$ cat config.mk
export PLATFORM = sky130hd
export DESIGN_NAME = mac_array_unit
export DESIGN_NICKNAME = d
export VERILOG_FILES = /design/src/rtl/mac_array_unit.sv
export SDC_FILE = /design/constraint.sdc
export NUM_CORES = 1
export LEC_CHECK = 0
export BUFFER_PORTS_ARGS = -buffer_cell sky130_fd_sc_hd__buf_4
export CAP_MARGIN = 0
export CELL_PAD_IN_SITES_DETAIL_PLACEMENT = 1
export CELL_PAD_IN_SITES_GLOBAL_PLACEMENT = 1
export CORE_ASPECT_RATIO = 1.5
export CORE_MARGIN = 2
export CORE_UTILIZATION = 53
export CTS_BUF_LIST = sky130_fd_sc_hd__clkbuf_8
export DETAILED_ROUTE_END_ITERATION = 7
export PLACE_DENSITY = 0.95
export SLEW_MARGIN = 20
export SYNTH_ARGS = -nofsm -noshare
export SYNTH_HDL_FRONTEND = slang
export SYNTH_SLANG_ARGS = --single-unit
export TNS_END_PERCENT = 30
$ cat constraint.sdc
create_clock -name clk -period 16.2 [get_ports clk]
set_input_delay 1.62 -clock clk [delete_from_list [all_inputs] [get_ports clk]]
set_output_delay 1.62 -clock clk [all_outputs]
set_load 0.02 [all_outputs]
$ cat src/rtl/mac_array_unit.sv
// mac_array_unit: streaming matrix multiply C[M x N] = A[M x K] * B[K x N].
// Operands come from single-cycle-latency A/B memories. B is stored
// transposed, with LANES columns packed per word. Each output word carries
// LANES result columns and is written to the C memory.
//
// Optional build macro: MAC_ARRAY_SAT_EN. When it is defined, each lane
// saturates to the C_W range. When it is undefined, each lane wraps to its
// low C_W bits. Timing is the same in both builds.
//
// Ports:
//   clk, rst          clock, synchronous active-high reset
//   start             one-cycle run request, accepted only while not busy
//   mode_signed       1 = two's-complement operands, latched at accepted start
//   a_b_re            A/B read enable; data returns on the following cycle
//   a_addr, b_addr    A element address (i*K+k), B word address (jg*K+k)
//   a_data_in         A element
//   b_data_in         LANES packed B elements
//   c_we, c_addr      C write strobe and word address (i*(N/LANES)+jg)
//   c_data_out        LANES packed results
//   busy, done        run in progress; one-cycle completion pulse
module mac_array_unit #(
    parameter int unsigned M     = 4,
    parameter int unsigned K     = 4,
    parameter int unsigned N     = 4,
    parameter int unsigned LANES = 1,
    parameter int unsigned DW_IN = 8,
    parameter int unsigned C_W   = 2 * DW_IN,
    parameter int unsigned ACC_W = 2 * DW_IN + $clog2(K),
    localparam int unsigned NG   = N / LANES,
    localparam int unsigned A_AW = (M * K > 1) ? $clog2(M * K) : 1,
    localparam int unsigned B_AW = (K * NG > 1) ? $clog2(K * NG) : 1,
    localparam int unsigned C_AW = (M * NG > 1) ? $clog2(M * NG) : 1
) (
    input  logic                   clk,
    input  logic                   rst,
    input  logic                   start,
    input  logic                   mode_signed,
    output logic                   a_b_re,
    output logic [A_AW-1:0]        a_addr,
    output logic [B_AW-1:0]        b_addr,
    input  logic [DW_IN-1:0]       a_data_in,
    input  logic [LANES*DW_IN-1:0] b_data_in,
    output logic                   c_we,
    output logic [C_AW-1:0]        c_addr,
    output logic [LANES*C_W-1:0]   c_data_out,
    output logic                   busy,
    output logic                   done
);

    localparam int unsigned IW = (M > 1) ? $clog2(M) : 1;
    localparam int unsigned JW = (NG > 1) ? $clog2(NG) : 1;
    localparam int unsigned KW = (K > 1) ? $clog2(K) : 1;

    typedef enum logic [1:0] {S_IDLE, S_RUN, S_DRAIN, S_DONE} state_t;

    state_t            state_q;
    logic [IW-1:0]     i_q, i_d;
    logic [JW-1:0]     jg_q, jg_d;
    logic [KW-1:0]     k_q, k_d;
    logic [1:0]        drain_q;
    logic              mode_q;
    logic              a_b_re_q, busy_q, done_q;
    logic [A_AW-1:0]   a_addr_q, a_addr_d;
    logic [B_AW-1:0]   b_addr_q, b_addr_d;
    logic              last_issue;

    // Pipeline tags: stage 1 = operands arriving, stage 2 = products registered.
    logic              p1_v_q, p1_k0_q, p1_kl_q;
    logic              p2_v_q, p2_k0_q, p2_kl_q;
    logic [C_AW-1:0]   p1_ca_q, p2_ca_q;

    logic [LANES-1:0][ACC_W-1:0] prod_q, acc_q, acc_d;
    logic [LANES*C_W-1:0]        red_d, c_data_q;
    logic                        c_we_q;
    logic [C_AW-1:0]             c_addr_q;

    // Operand widening to the accumulator width.
    function automatic logic [ACC_W-1:0] extend_op(input logic [DW_IN-1:0] v, input logic sgn);
        if (sgn) return ACC_W'($signed(v));
        else     return ACC_W'(v);
    endfunction

    // Accumulator to stored-result reduction for one lane.
    function automatic logic [C_W-1:0] reduce_lane(input logic [ACC_W-1:0] acc, input logic sgn);
`ifdef MAC_ARRAY_SAT_EN
        logic [ACC_W-1:0] hi_u;
        logic [ACC_W-1:0] hi_s;
        hi_u = acc >> C_W;
        hi_s = ACC_W'($signed(acc) >>> (C_W - 1));
        if (sgn) begin
            // In range when every bit above the C_W sign bit copies the sign.
            if ((hi_s == '0) || (hi_s == '1)) return C_W'($signed(acc));
            else if (acc[ACC_W-1])            return {1'b1, {(C_W-1){1'b0}}};
            else                              return {1'b0, {(C_W-1){1'b1}}};
        end else begin
            if (hi_u == '0) return C_W'(acc);
            else            return '1;
        end
`else
        if (sgn) return C_W'($signed(acc));
        else     return C_W'(acc);
`endif
    endfunction

    // Next issue position (k inner, jg middle, i outer) and its addresses.
    always_comb begin
        i_d        = i_q;
        jg_d       = jg_q;
        k_d        = k_q;
        last_issue = (i_q == IW'(M - 1)) && (jg_q == JW'(NG - 1)) && (k_q == KW'(K - 1));
        if (k_q == KW'(K - 1)) begin
            k_d = '0;
            if (jg_q == JW'(NG - 1)) begin
                jg_d = '0;
                i_d  = i_q + IW'(1);
            end else begin
                jg_d = jg_q + JW'(1);
            end
        end else begin
            k_d = k_q + KW'(1);
        end
        a_addr_d = A_AW'(32'(i_d) * K + 32'(k_d));
        b_addr_d = B_AW'(32'(jg_d) * K + 32'(k_d));
    end

    // Control FSM: issue sequencing and handshake.
    always_ff @(posedge clk) begin
        if (rst) begin
            state_q  <= S_IDLE;
            i_q      <= '0;
            jg_q     <= '0;
            k_q      <= '0;
            drain_q  <= '0;
            mode_q   <= 1'b0;
            a_b_re_q <= 1'b0;
            a_addr_q <= '0;
            b_addr_q <= '0;
            busy_q   <= 1'b0;
            done_q   <= 1'b0;
        end else begin
            case (state_q)
                S_IDLE, S_DONE: begin
                    done_q  <= 1'b0;
                    state_q <= S_IDLE;
                    if (start) begin
                        state_q  <= S_RUN;
                        busy_q   <= 1'b1;
                        a_b_re_q <= 1'b1;
                        mode_q   <= mode_signed;
                        i_q      <= '0;
                        jg_q     <= '0;
                        k_q      <= '0;
                        a_addr_q <= '0;
                        b_addr_q <= '0;
                    end
                end
                S_RUN: begin
                    if (last_issue) begin
                        a_b_re_q <= 1'b0;
                        drain_q  <= '0;
                        state_q  <= S_DRAIN;
                    end else begin
                        i_q      <= i_d;
                        jg_q     <= jg_d;
                        k_q      <= k_d;
                        a_addr_q <= a_addr_d;
                        b_addr_q <= b_addr_d;
                    end
                end
                S_DRAIN: begin
                    // Three cycles let the last group reach the C write.
                    if (drain_q == 2'd2) begin
                        state_q <= S_DONE;
                        busy_q  <= 1'b0;
                        done_q  <= 1'b1;
                    end else begin
                        drain_q <= drain_q + 2'd1;
                    end
                end
                default: state_q <= S_IDLE;
            endcase
        end
    end

    // Accumulate: load on k=0, add otherwise; reduce the new value for write-out.
    always_comb begin
        acc_d = '0;
        red_d = '0;
        for (int l = 0; l < int'(LANES); l++) begin
            acc_d[l] = p2_k0_q ? prod_q[l] : acc_q[l] + prod_q[l];
            red_d[l*C_W +: C_W] = reduce_lane(acc_d[l], mode_q);
        end
    end

    // Datapath pipeline: multiply, accumulate, write.
    always_ff @(posedge clk) begin
        if (rst) begin
            p1_v_q   <= 1'b0;
            p1_k0_q  <= 1'b0;
            p1_kl_q  <= 1'b0;
            p1_ca_q  <= '0;
            p2_v_q   <= 1'b0;
            p2_k0_q  <= 1'b0;
            p2_kl_q  <= 1'b0;
            p2_ca_q  <= '0;
            prod_q   <= '0;
            acc_q    <= '0;
            c_we_q   <= 1'b0;
            c_addr_q <= '0;
            c_data_q <= '0;
        end else begin
            p1_v_q  <= a_b_re_q;
            p1_k0_q <= (k_q == '0);
            p1_kl_q <= (k_q == KW'(K - 1));
            p1_ca_q <= C_AW'(32'(i_q) * NG + 32'(jg_q));
            p2_v_q  <= p1_v_q;
            p2_k0_q <= p1_k0_q;
            p2_kl_q <= p1_kl_q;
            p2_ca_q <= p1_ca_q;
            if (p1_v_q) begin
                for (int l = 0; l < int'(LANES); l++) begin
                    prod_q[l] <= extend_op(a_data_in, mode_q) *
                                 extend_op(b_data_in[l*DW_IN +: DW_IN], mode_q);
                end
            end
            if (p2_v_q) begin
                acc_q <= acc_d;
            end
            c_we_q <= p2_v_q & p2_kl_q;
            if (p2_v_q && p2_kl_q) begin
                c_addr_q <= p2_ca_q;
                c_data_q <= red_d;
            end
        end
    end

    assign a_b_re     = a_b_re_q;
    assign a_addr     = a_addr_q;
    assign b_addr     = b_addr_q;
    assign c_we       = c_we_q;
    assign c_addr     = c_addr_q;
    assign c_data_out = c_data_q;
    assign busy       = busy_q;
    assign done       = done_q;

endmodule

==> reports/results.ini <==
[run_status]
status=finished clean

[finish]
area.growth.synth_to_final_pct=8.26
final_cells=1054
drive_above_1_share=0.0967
fill_cells=1635
insertedDiodeCount=0
nNetsFinal=1047

[placed_design]
gp_congestion=0.852
post-place-cells=1038
place_hpwl_um=15800
port_buffers=51

[sta]
period_share=0.410
min_period_ns=6.64
fin_skew_ns=0.0171
finalSetupViolations=0
slew-limit-headroom=0.276
setup-tns-final_ns=0
hold_violations=0
fmax_ghz=0.151
rsz0062_at_grt=false
drv_slew=0
worst_pin_slew_ns=1.09

[synth]
ys_seq_area_frac=0.215
avgSynthCellArea_sq_um=8.75
ys_warn_count=0
synth_fp_nets=1023
netlist_instances=860
netlist_area_sq_um=7520
synth-edff-count=0
ys.flop_type=dfxtp_1
ys_async_sr_fraction=0
ys_types=68
ys_seq_elements=81

[global_route]
antenna_found_initial=0
grt_max_degree=80
grt-ovfl-total=0
grt_pass1_wl_um=35100
grtUsageTotal=0.295
grt_pass1_vias=6918

[critical_path]
criticalPathCategory=primary input to register
worst-r2r-setup-slack_ns=10.17
startpoint_type=primary input
crit_end=prod_q[15]$_SDFFE_PP0P_
r2r-start=mode_q$_SDFFE_PP0P_
ff2ff_path_depth=18
critical_path_arrival_ns=6.84
crit_path_end_kind=register
r2r_end=prod_q[15]$_SDFFE_PP0P_
startpoint=a_data_in[7]
critPathRequiredTime_ns=16.41
crit_fanout=15

[cts]
postCtsSetupBuffers=0
cts_max_level=3
clk_pin_slew_ns=0.09
clock_latency_ns=0.37
cts.sinks=81
cts_buffer_depth=2
cts_resized=0
tritoncts=built
hold_buffers=0
clockRootBuffer=clkbuf_8
numCtsBuffers=9

[floorplan]
io_pins=52
core_area_sq_um=13900
die_w_um=101
rows=53
die_area_sq_um=15200
die_y_um=150
initial_core_util=0.540

[drt]
wl_per_cell_um=20.1
wl_um=21200
drt-pass1-iter-count=4
drc=0
dr.first_iter.drc_count=295
antenna_left=0
via_per_inst=5.88
vias=6201

[worst_hold_path]
hp-class=register to register
min_path_cells=2

[pwr]
peakVddDrop_v=0.0000593
power.total_w=0.00110
leakage_nw=3.79
power_density_nw_per_um2=135

[flow_run]
cap_violations=0

==> logic make-up after synthesis <==
family                     after synthesis  share of synthesized area
xor gates and xnor gates                32                     0.0436
DFF                                     81                      0.215
buffers and inverters                  176                     0.0953
adders and majority gates              143                      0.313
muxes                                   17                     0.0229
AOI/OAI and AO/OA                      152                      0.134
and+or+nand+nor                        259                      0.177
==> synthesized netlist by cell type (3+ instances only) <==
cell      instances  area [sq um]
xor2_1            6          52.6
a31oi_1           5          31.3
nor3b_1           4          30.0
inv_1           135           507
a22oi_1           3          22.5
or3_1             4          25.0
nand3b_1          4          30.0
clkbuf_8          3          41.3
clkbuf_1         29           109
o21a_1           11          82.6
nor3_1           13          65.1
and3_1           12          75.1
nor2_1           56           210
nand4_1           6          37.5
buf_4             3          22.5
nand2_1          61           229
a21o_1            6          45.0
nand3_1          14          70.1
a211oi_1         20           150
xnor2_1          22           193
o311ai_1          3          26.3
o21ai_1           4          20.0
and2_1           42           263
ha_1             68           851
mux2i_1          15           150
fa_1             75          1500
nand2b_1          8          50.1
dfxtp_1          81          1620
o211ai_1          9          67.6
and2_2            7          52.6
o21ai_0          20           100
nor2b_1          18           113
buf_1             3          11.3
a21oi_1          48           240
==> worst min-delay path by stage <==
stage                     startpoint                      to
2_1_floorplan  p1_ca_q[0]$_SDFF_PP0_   p2_ca_q[0]$_SDFF_PP0_
3_3_place_gp   p1_ca_q[2]$_SDFF_PP0_   p2_ca_q[2]$_SDFF_PP0_
3_5_place_dp   p1_ca_q[0]$_SDFF_PP0_   p2_ca_q[0]$_SDFF_PP0_
4_1_cts        p1_ca_q[0]$_SDFF_PP0_   p2_ca_q[0]$_SDFF_PP0_
5_1_grt           p1_k0_q$_SDFF_PP0_      p2_k0_q$_SDFF_PP0_
6_report       p2_ca_q[1]$_SDFF_PP0_  c_addr[1]$_SDFFE_PP0P_
==> where the power goes <==
| group | internal, W | total (W) | switching [W] |
|---|---|---|---|
| clock network | 0.0000885 | 0.000170 | 0.0000811 |
| registers | 0.000223 | 0.000253 | 0.0000302 |
| logic | 0.000272 | 0.000679 | 0.000407 |
| total | 0.000583 | 0.00110 | 0.000519 |
==> state kept, by name, summed over array words and instances (netlist names), 2 cells and up <==
name	flops
drain_q	2
c_data_out	16
prod_q	16
state_q	2
a_addr	2
p2_ca_q	4
acc_q	16
p1_ca_q	4
c_addr	4
==> through the flow <==
| step | worst slack, ns | instance area (sq um) | utilization | hold WS, ns |
|---|---|---|---|---|
| 4_1_cts | 9.55 | 8150 | 0.585 | 0.446 |
| 3_3_place_gp | 9.54 | 7920 | 0.569 | 0.418 |
| 5_1_grt | 9.32 | 8150 | 0.585 | 0.455 |
| 6_report | 9.56 | 8150 | 0.585 | 0.443 |
| 3_5_place_dp | 9.21 | 7920 | 0.569 | 0.425 |
| 2_1_floorplan | 9.60 | 7520 | - | 0.414 |
==> area by class of cell <==
class                           count  area [sq um]  area share
Clock inverter                      7           100      0.0123
Inverter                          136           510      0.0627
Sequential cell                    81          1620       0.199
Tap cell                          165           206      0.0253
Clock buffer                        9           124      0.0152
Timing Repair Buffer               53           398      0.0488
Multi-Input combinational cell    603          5190       0.637
==> critical path, stage by stage <==
cell and delay, ns:
buf_4 0.15, nand3_1 0.18, fa_1 0.63, fa_1 0.59, inv_1 0.06, fa_1 0.51, inv_1 0.05, fa_1 0.48
inv_1 0.06, fa_1 0.53, inv_1 0.08, fa_1 0.60, inv_1 0.07, ha_1 0.40, nand2_1 0.08, o21ai_0 0.32
o21ai_4 0.11, xnor2_1 0.21, a211oi_2 0.09
==> cells in the final DEF (no fill, tap or decap), drive strengths merged, types with 18 or more instances in the layout <==
master	netlist	routed
a211oi	21	21
nor2	56	56
a21oi	49	49
buf	8	53
xnor2	25	25
o21ai	25	25
ha	68	68
nor2b	18	18
dfxtp	81	81
and2	50	50
fa	75	75
inv	136	139
nand2	61	61
==> layer usage <==
layer / track usage / vias up / part of all wire
met5: 0 / - / 0
met4: 0.139 / 0 / 0.039
li1: - / 2860 / -
met2: 0.550 / 162 / 0.55
met1: 0.326 / 3111 / 0.39
met3: 0.0332 / 68 / 0.023
Power figures use the tool's default switching activity.
